--- config.mk ---
export PLATFORM = sky130hd
export DESIGN_NAME = uart_tx_fifo
export DESIGN_NICKNAME = d
export VERILOG_FILES = /design/src/rtl/uart_tx_fifo_pkg.sv /design/src/rtl/sync_fifo.sv /design/src/rtl/uart_tx_fifo.sv
export SDC_FILE = /design/constraint.sdc
export NUM_CORES = 1
export LEC_CHECK = 0
export CAP_MARGIN = 30
export CORE_UTILIZATION = 64
export CTS_CLUSTER_SIZE = 16
export DETAILED_ROUTE_END_ITERATION = 8
export PLACE_DENSITY = 0.87
export SLEW_MARGIN = 40
export SYNTH_ARGS = -nofsm -noshare
export SYNTH_HDL_FRONTEND = slang
export SYNTH_SLANG_ARGS = --single-unit
--- constraint.sdc ---
create_clock -name clk -period 6.67 [get_ports clk]
set_input_delay 0.667 -clock clk [delete_from_list [all_inputs] [get_ports clk]]
set_output_delay 0.667 -clock clk [all_outputs]
set_load 0.02 [all_outputs]
--- src/rtl/uart_tx_fifo_pkg.sv ---
// Shared definitions for the UART transmit FIFO: sequencer state encodings and
// the IO decode region whose status bit 0 is wr_ready.
package uart_tx_fifo_pkg;

    typedef enum logic [1:0] {
        TXF_IDLE      = 2'd0,
        TXF_WAIT_BUSY = 2'd1,
        TXF_WAIT_IDLE = 2'd2
    } txf_state_t;

    localparam logic [3:0] UART_TX_IO_REGION = 4'h2;

endpackage

--- src/rtl/sync_fifo.sv ---
// Generic single-clock FIFO. Only the pointers and the occupancy counter are
// reset, so the storage array can map onto LUTRAM/BRAM.
module sync_fifo #(
    parameter int DEPTH = 16,
    parameter int WIDTH = 8
) (
    input  logic                     clk,
    input  logic                     resetn,
    input  logic                     push,
    input  logic [WIDTH-1:0]         push_data,
    input  logic                     pop,
    output logic [WIDTH-1:0]         head_data,
    output logic                     full,
    output logic                     empty,
    output logic [$clog2(DEPTH):0]   level
);

    localparam int DEPTH_BITS = $clog2(DEPTH);
    localparam logic [DEPTH_BITS:0] FULL_LEVEL = DEPTH[DEPTH_BITS:0];

    logic [WIDTH-1:0]      mem [DEPTH];
    logic [DEPTH_BITS-1:0] wr_ptr_reg;
    logic [DEPTH_BITS-1:0] rd_ptr_reg;
    logic [DEPTH_BITS:0]   level_reg;
    logic                  push_ok;
    logic                  pop_ok;

    // Full/empty come from the registered level, so a push into a full FIFO is
    // refused even if a pop happens in the same cycle.
    assign full    = (level_reg == FULL_LEVEL);
    assign empty   = (level_reg == '0);
    assign push_ok = push && !full;
    assign pop_ok  = pop && !empty;

    // Head is read asynchronously; the consumer registers it on pop.
    assign head_data = mem[rd_ptr_reg];
    assign level     = level_reg;

    always_ff @(posedge clk) begin
        if (push_ok) begin
            mem[wr_ptr_reg] <= push_data;
        end
    end

    always_ff @(posedge clk or negedge resetn) begin
        if (!resetn) begin
            wr_ptr_reg <= '0;
            rd_ptr_reg <= '0;
            level_reg  <= '0;
        end else begin
            if (push_ok) begin
                wr_ptr_reg <= wr_ptr_reg + 1'b1;
            end
            if (pop_ok) begin
                rd_ptr_reg <= rd_ptr_reg + 1'b1;
            end
            case ({push_ok, pop_ok})
                2'b10:   level_reg <= level_reg + 1'b1;
                2'b01:   level_reg <= level_reg - 1'b1;
                default: level_reg <= level_reg;
            endcase
        end
    end

endmodule

--- src/rtl/uart_tx_fifo.sv ---
// Byte FIFO between the IO decode and the UART transmitter, plus the sequencer
// that hands one byte at a time to the sendData/sendReq/ready handshake.
module uart_tx_fifo
    import uart_tx_fifo_pkg::*;
#(
    parameter int DEPTH        = 16,
    parameter int BUSY_TIMEOUT = 4
) (
    input  logic                   clk,
    input  logic                   resetn,
    input  logic                   wr_en,
    input  logic [7:0]             wr_data,
    output logic                   wr_ready,
    output logic [$clog2(DEPTH):0] level,
    output logic                   overflow,
    input  logic                   ovf_clr,
    output logic [7:0]             tx_data,
    output logic                   tx_send,
    input  logic                   tx_ready
);

    localparam int TMR_BITS = $clog2(BUSY_TIMEOUT + 1);
    localparam logic [TMR_BITS-1:0] TMR_LAST = TMR_BITS'(BUSY_TIMEOUT - 1);

    txf_state_t          state_reg;
    logic [TMR_BITS-1:0] timer_reg;
    logic [7:0]          tx_data_reg;
    logic                tx_send_reg;
    logic                overflow_reg;
    logic [7:0]          fifo_head;
    logic                fifo_full;
    logic                fifo_empty;
    logic                fifo_pop;

    sync_fifo #(
        .DEPTH (DEPTH),
        .WIDTH (8)
    ) u_fifo (
        .clk       (clk),
        .resetn    (resetn),
        .push      (wr_en),
        .push_data (wr_data),
        .pop       (fifo_pop),
        .head_data (fifo_head),
        .full      (fifo_full),
        .empty     (fifo_empty),
        .level     (level)
    );

    assign fifo_pop = (state_reg == TXF_IDLE) && !fifo_empty && tx_ready;
    assign wr_ready = !fifo_full;
    assign overflow = overflow_reg;
    assign tx_data  = tx_data_reg;
    assign tx_send  = tx_send_reg;

    // A uart that never acknowledges must not stall the queue: after
    // BUSY_TIMEOUT ready-high cycles the byte is treated as sent.
    always_ff @(posedge clk or negedge resetn) begin
        if (!resetn) begin
            state_reg   <= TXF_IDLE;
            timer_reg   <= '0;
            tx_data_reg <= 8'h00;
            tx_send_reg <= 1'b0;
        end else begin
            tx_send_reg <= 1'b0;
            case (state_reg)
                TXF_IDLE: begin
                    if (fifo_pop) begin
                        tx_data_reg <= fifo_head;
                        tx_send_reg <= 1'b1;
                        timer_reg   <= '0;
                        state_reg   <= TXF_WAIT_BUSY;
                    end
                end
                TXF_WAIT_BUSY: begin
                    if (!tx_ready) begin
                        state_reg <= TXF_WAIT_IDLE;
                    end else if (timer_reg == TMR_LAST) begin
                        state_reg <= TXF_IDLE;
                    end else begin
                        timer_reg <= timer_reg + 1'b1;
                    end
                end
                TXF_WAIT_IDLE: begin
                    if (tx_ready) begin
                        state_reg <= TXF_IDLE;
                    end
                end
                default: state_reg <= TXF_IDLE;
            endcase
        end
    end

    // A dropped write in the same cycle as a clear keeps the flag set.
    always_ff @(posedge clk or negedge resetn) begin
        if (!resetn) begin
            overflow_reg <= 1'b0;
        end else if (wr_en && fifo_full) begin
            overflow_reg <= 1'b1;
        end else if (ovf_clr) begin
            overflow_reg <= 1'b0;
        end
    end

endmodule

==> metrics.md <==
| Metric | Value |
|---|---|
| Run status | complete, no violations |
| Startpoint type of the worst setup path | flop |
| Die span in y | 101.5 um |
| Yosys top cell area share | 0.6065 |
| Number of rows created at floorplan | 35 |
| Number of buffers created by CTS | 17 |
| Share of the synthesized netlist area taken by xor and xnor gates | 0.01658 |
| All-layer global routing usage | 0.2625 |
| TritonCTS clock tree | yes |
| Max FFs per register | roughly 130 |
| Max-capacitance violation count | 0 |
| Via density per instance | between 6 and 7 |
| Post-synthesis async set-or-reset flop share | 0.1795 |
| Starting density of the core | 0.6731 |
| Main flop type after synthesis | edfxtp_1 |
| Synthesized-area fraction occupied by adder cells | 0.02172 |
| Depth of the critical timing path with buffers and inverters included | 10 |
| Post-synthesis net count | 369 |
| Floorplan die area | 0.01030 mm2 |
| Setup Crit Path Kind | reg2reg |
| Detailed-route DRC error count | 0 |
| Multiplexer fraction of the synthesized cell area | 0.1532 |
| Latest clock arrival within the worst-skew pair | around 0.53 ns |
| Endpoint type of the worst setup path | flop |
| Library cell contributing the largest single delay on the critical path | o211ai_2 |
| Distinct cells, synth | 40 |
| Final Cycle Share | 0.5000 |
| Area of the multi-input gates | between 0.0015 and 0.002 mm2 |
| Routability-driven placement congestion ratio | 0.8199 |
| YS warnings | 0 |
| Hold Buf Count CTS | 0 |
| Buffers inserted during post-CTS setup optimization | 0 |
| Sequential cell area | 0.004546 mm2 |
| Number of antenna violations at the first check in global routing | 0 |
| Post-Synthesis Cells | about 350 |
| Final instance area | ~0.0073 mm2 |
| Count of flip-flops with a built-in enable after synthesis | approximately 130 |
| Clk pin slew, worst setup/hold paths | ~0.070 ns |
| Fill cells | around 500 |
| Worst min-delay path class | reg2reg |
| Post-layout nets | roughly 400 |
| Final HPWL DP | 7.532 mm |
| Largest family of logic cells by synthesized area | multiplexers |
| Detailed-router iteration count before antenna repair | 4 |
| Dominant cell by count in the synthesized netlist | edfxtp_1 |
| Share of post-route cells with drive strength above 1 | 0.2308 |
| Capturing instance or port of the critical path | u_fifo.level[4]$_DFFE_PN0P_ |
| Critical path's top delay family | compound AO/OA/AOI/OAI gates |
| Clock root buffer | clkbuf_8 |
| Actual transition at the worst max-transition pin | around 0.83 ns |
| Clock sink count | 156 |
| Register-to-register path setup slack | 3.33 ns |
| Synth cell count leaders | edfxtp_1 (128), mux4_2 (32), dfrtp_1 (28) |
| Number of vias after detailed routing | roughly 3100 |
| Mapped Area | around 0.0063 mm2 |
| Synth area leaders | edfxtp_1 (61%), mux4_2 (11%), dfrtp_1 (11%), mux2i_1 (2.5%), ha_1 (2.2%) |
| Largest net degree at the start of global routing | 36 |
| Launch point of the worst reg-to-reg path | u_fifo.level[1]$_DFFE_PN0P_ |
| Capturing point of the worst reg2reg path | u_fifo.level[4]$_DFFE_PN0P_ |
| Max-slew violation total from the final report | 0 |
| Library cell with the largest summed area after synthesis | edfxtp_1 |
| Flip-flop and latch count after synthesis | 156 |
| Critical Path Start | u_fifo.level[1]$_DFFE_PN0P_ |
| Max Fanout on Critical Path | 20 |
| Number of nets with antenna violations after routing | 0 |
| Final routed wire length divided by cell count | between 20 and 25 um |
| Hold wc startpoint | timer_reg[0]$_DFFE_PN0P_ |
| Cells traversed along the worst timing path | or4_4 -> o211ai_2 -> inv_2 -> ha_1 -> xor2_1 -> ha_1 -> o211a_1 -> o31ai_1 -> a31oi_1 -> xor2_1 |
| Proportion of synthesized chip area in sequential cells | 0.7171 |
| Instance area after placement | just under 0.007 mm2 |
| Clock tree skew after final layout | 0.01206 ns |
| Critical path required time | around 7.1 ns |
| Via count of the first global-routing pass | between 3000 and 4000 |
| Core ar. | ~0.0094 mm2 |
| Final count of hold timing violations | 0 |
| Post-cts sizing count | 0 |
| Remaining global-route overflow | 0 |
| Worst EP arrival | 3.74 ns |
| Width of the chip | 101.5 um |
| Power per Cell Area | 439.1 mW/mm2 |
| Maximum frequency from static timing analysis | 0.2998 GHz |
| Area fraction in and, or, nand and nor cells after synthesis | 0.03949 |
| Longest individual stage delay on the worst path | between 0.5 and 0.6 ns |
| Area Growth Syn to Fin | 14.97% |
| Number of diodes added for antenna fixing | 0 |
| Minimum period implied by the final worst setup slack | approximately 3.3 ns |
| PortBufs | 28 |
| Wirelength, routed | 12.01 mm |
| Relative slew slack | 0.4418 |
| H-tree lvl count | 4 |
| Depth of the worst register-to-register path | 10 |
| Total Neg Setup Slack | 0 ns |
| Total I/O pin count | 29 |
| Leakage power | 2.525 nW |
| First-pass GRT wire length | 18.22 mm |
| Setup repair after global routing missed its margin | no |
| Number of DRC markers in iteration 0 | 237 |
| Setup violation total in the final timing report | 0 |
| Compound-gate portion of the synthesized area | 0.02784 |
| Syn_area_per_cell | ~18 um2 |
| Largest buffer count on any clock path | 2 |
| Worst hold slack after final layout | about 0.5 ns |
| Worst path buffer plus inverter count | 1 |
| Max VDD drop | 272.3 uV |
layout by cell type, fill, tap and decap left out, types with 6 or more instances in the layout:
master and count:
edfxtp_1 128, mux4_2 32, clkdlybuf4s50_1 28, dfrtp_1 27, nand2_1 20, mux2i_1 16, clkbuf_16 16, o21ai_0 12
ha_1 11, nor2_2 9, inv_1 8, xnor2_1 8, mux2_2 8, nor2_1 7, inv_6 6
logic make-up after synthesis:
family,count (synthesis)
compound gates,28
xor+xnor,12
fa+ha+maj,11
buf+inv,28
flops,156
mux,56
simple gates,54
how the worst min path moves through the flow:
stage	cells past startpoint	slack, ns	endpoint
floorplan	0	0.37	overflow$_DFFE_PN0P_
global placement	1	0.47	timer_reg[0]$_DFFE_PN0P_
detailed placement	2	0.49	tx_data[1]$_DFFE_PN0P_
CTS	1	0.50	timer_reg[0]$_DFFE_PN0P_
global route	1	0.51	timer_reg[0]$_DFFE_PN0P_
finish	1	0.50	timer_reg[0]$_DFFE_PN0P_
final cells by class:
class / count / share of cell area
clock inverter: 15 / 0.01889
multi-input combinational: 161 / 0.2310
clock buffer: 17 / 0.05684
inverter: 9 / 0.004637
timing repair buffer: 32 / 0.04259
sequential: 156 / 0.6239
tap: 129 / 0.02215
metrics by stage:
stage	setup slack (ns)	instances	total power (W)	utilization
2_1_floorplan	3.836	345	0.002021	-
3_3_place_gp	3.332	487	0.002247	0.7107
3_5_place_dp	3.214	487	0.002308	0.7139
4_1_cts	3.339	519	0.003210	0.7725
5_1_grt	3.125	519	0.003328	0.7738
6_report	3.335	519	0.003199	0.7738
layer usage:
layer | share of wire | vias to the layer above | track usage
li1 | - | 1411 | -
met1 | 0.40 | 1579 | 0.3367
met2 | 0.51 | 130 | 0.4194
met3 | 0.074 | 22 | 0.07729
met4 | 0.023 | 0 | 0.1215
met5 | 0 | - | 0
power by group:
part           leakage [nW]  internal (W)  total (W)  switching (W)
logic                 0.760      0.000456   0.000964       0.000507
clock network         0.265      0.000501   0.000897       0.000395
registers              1.50       0.00121    0.00134       0.000126
Power figures use the tool's default switching activity.
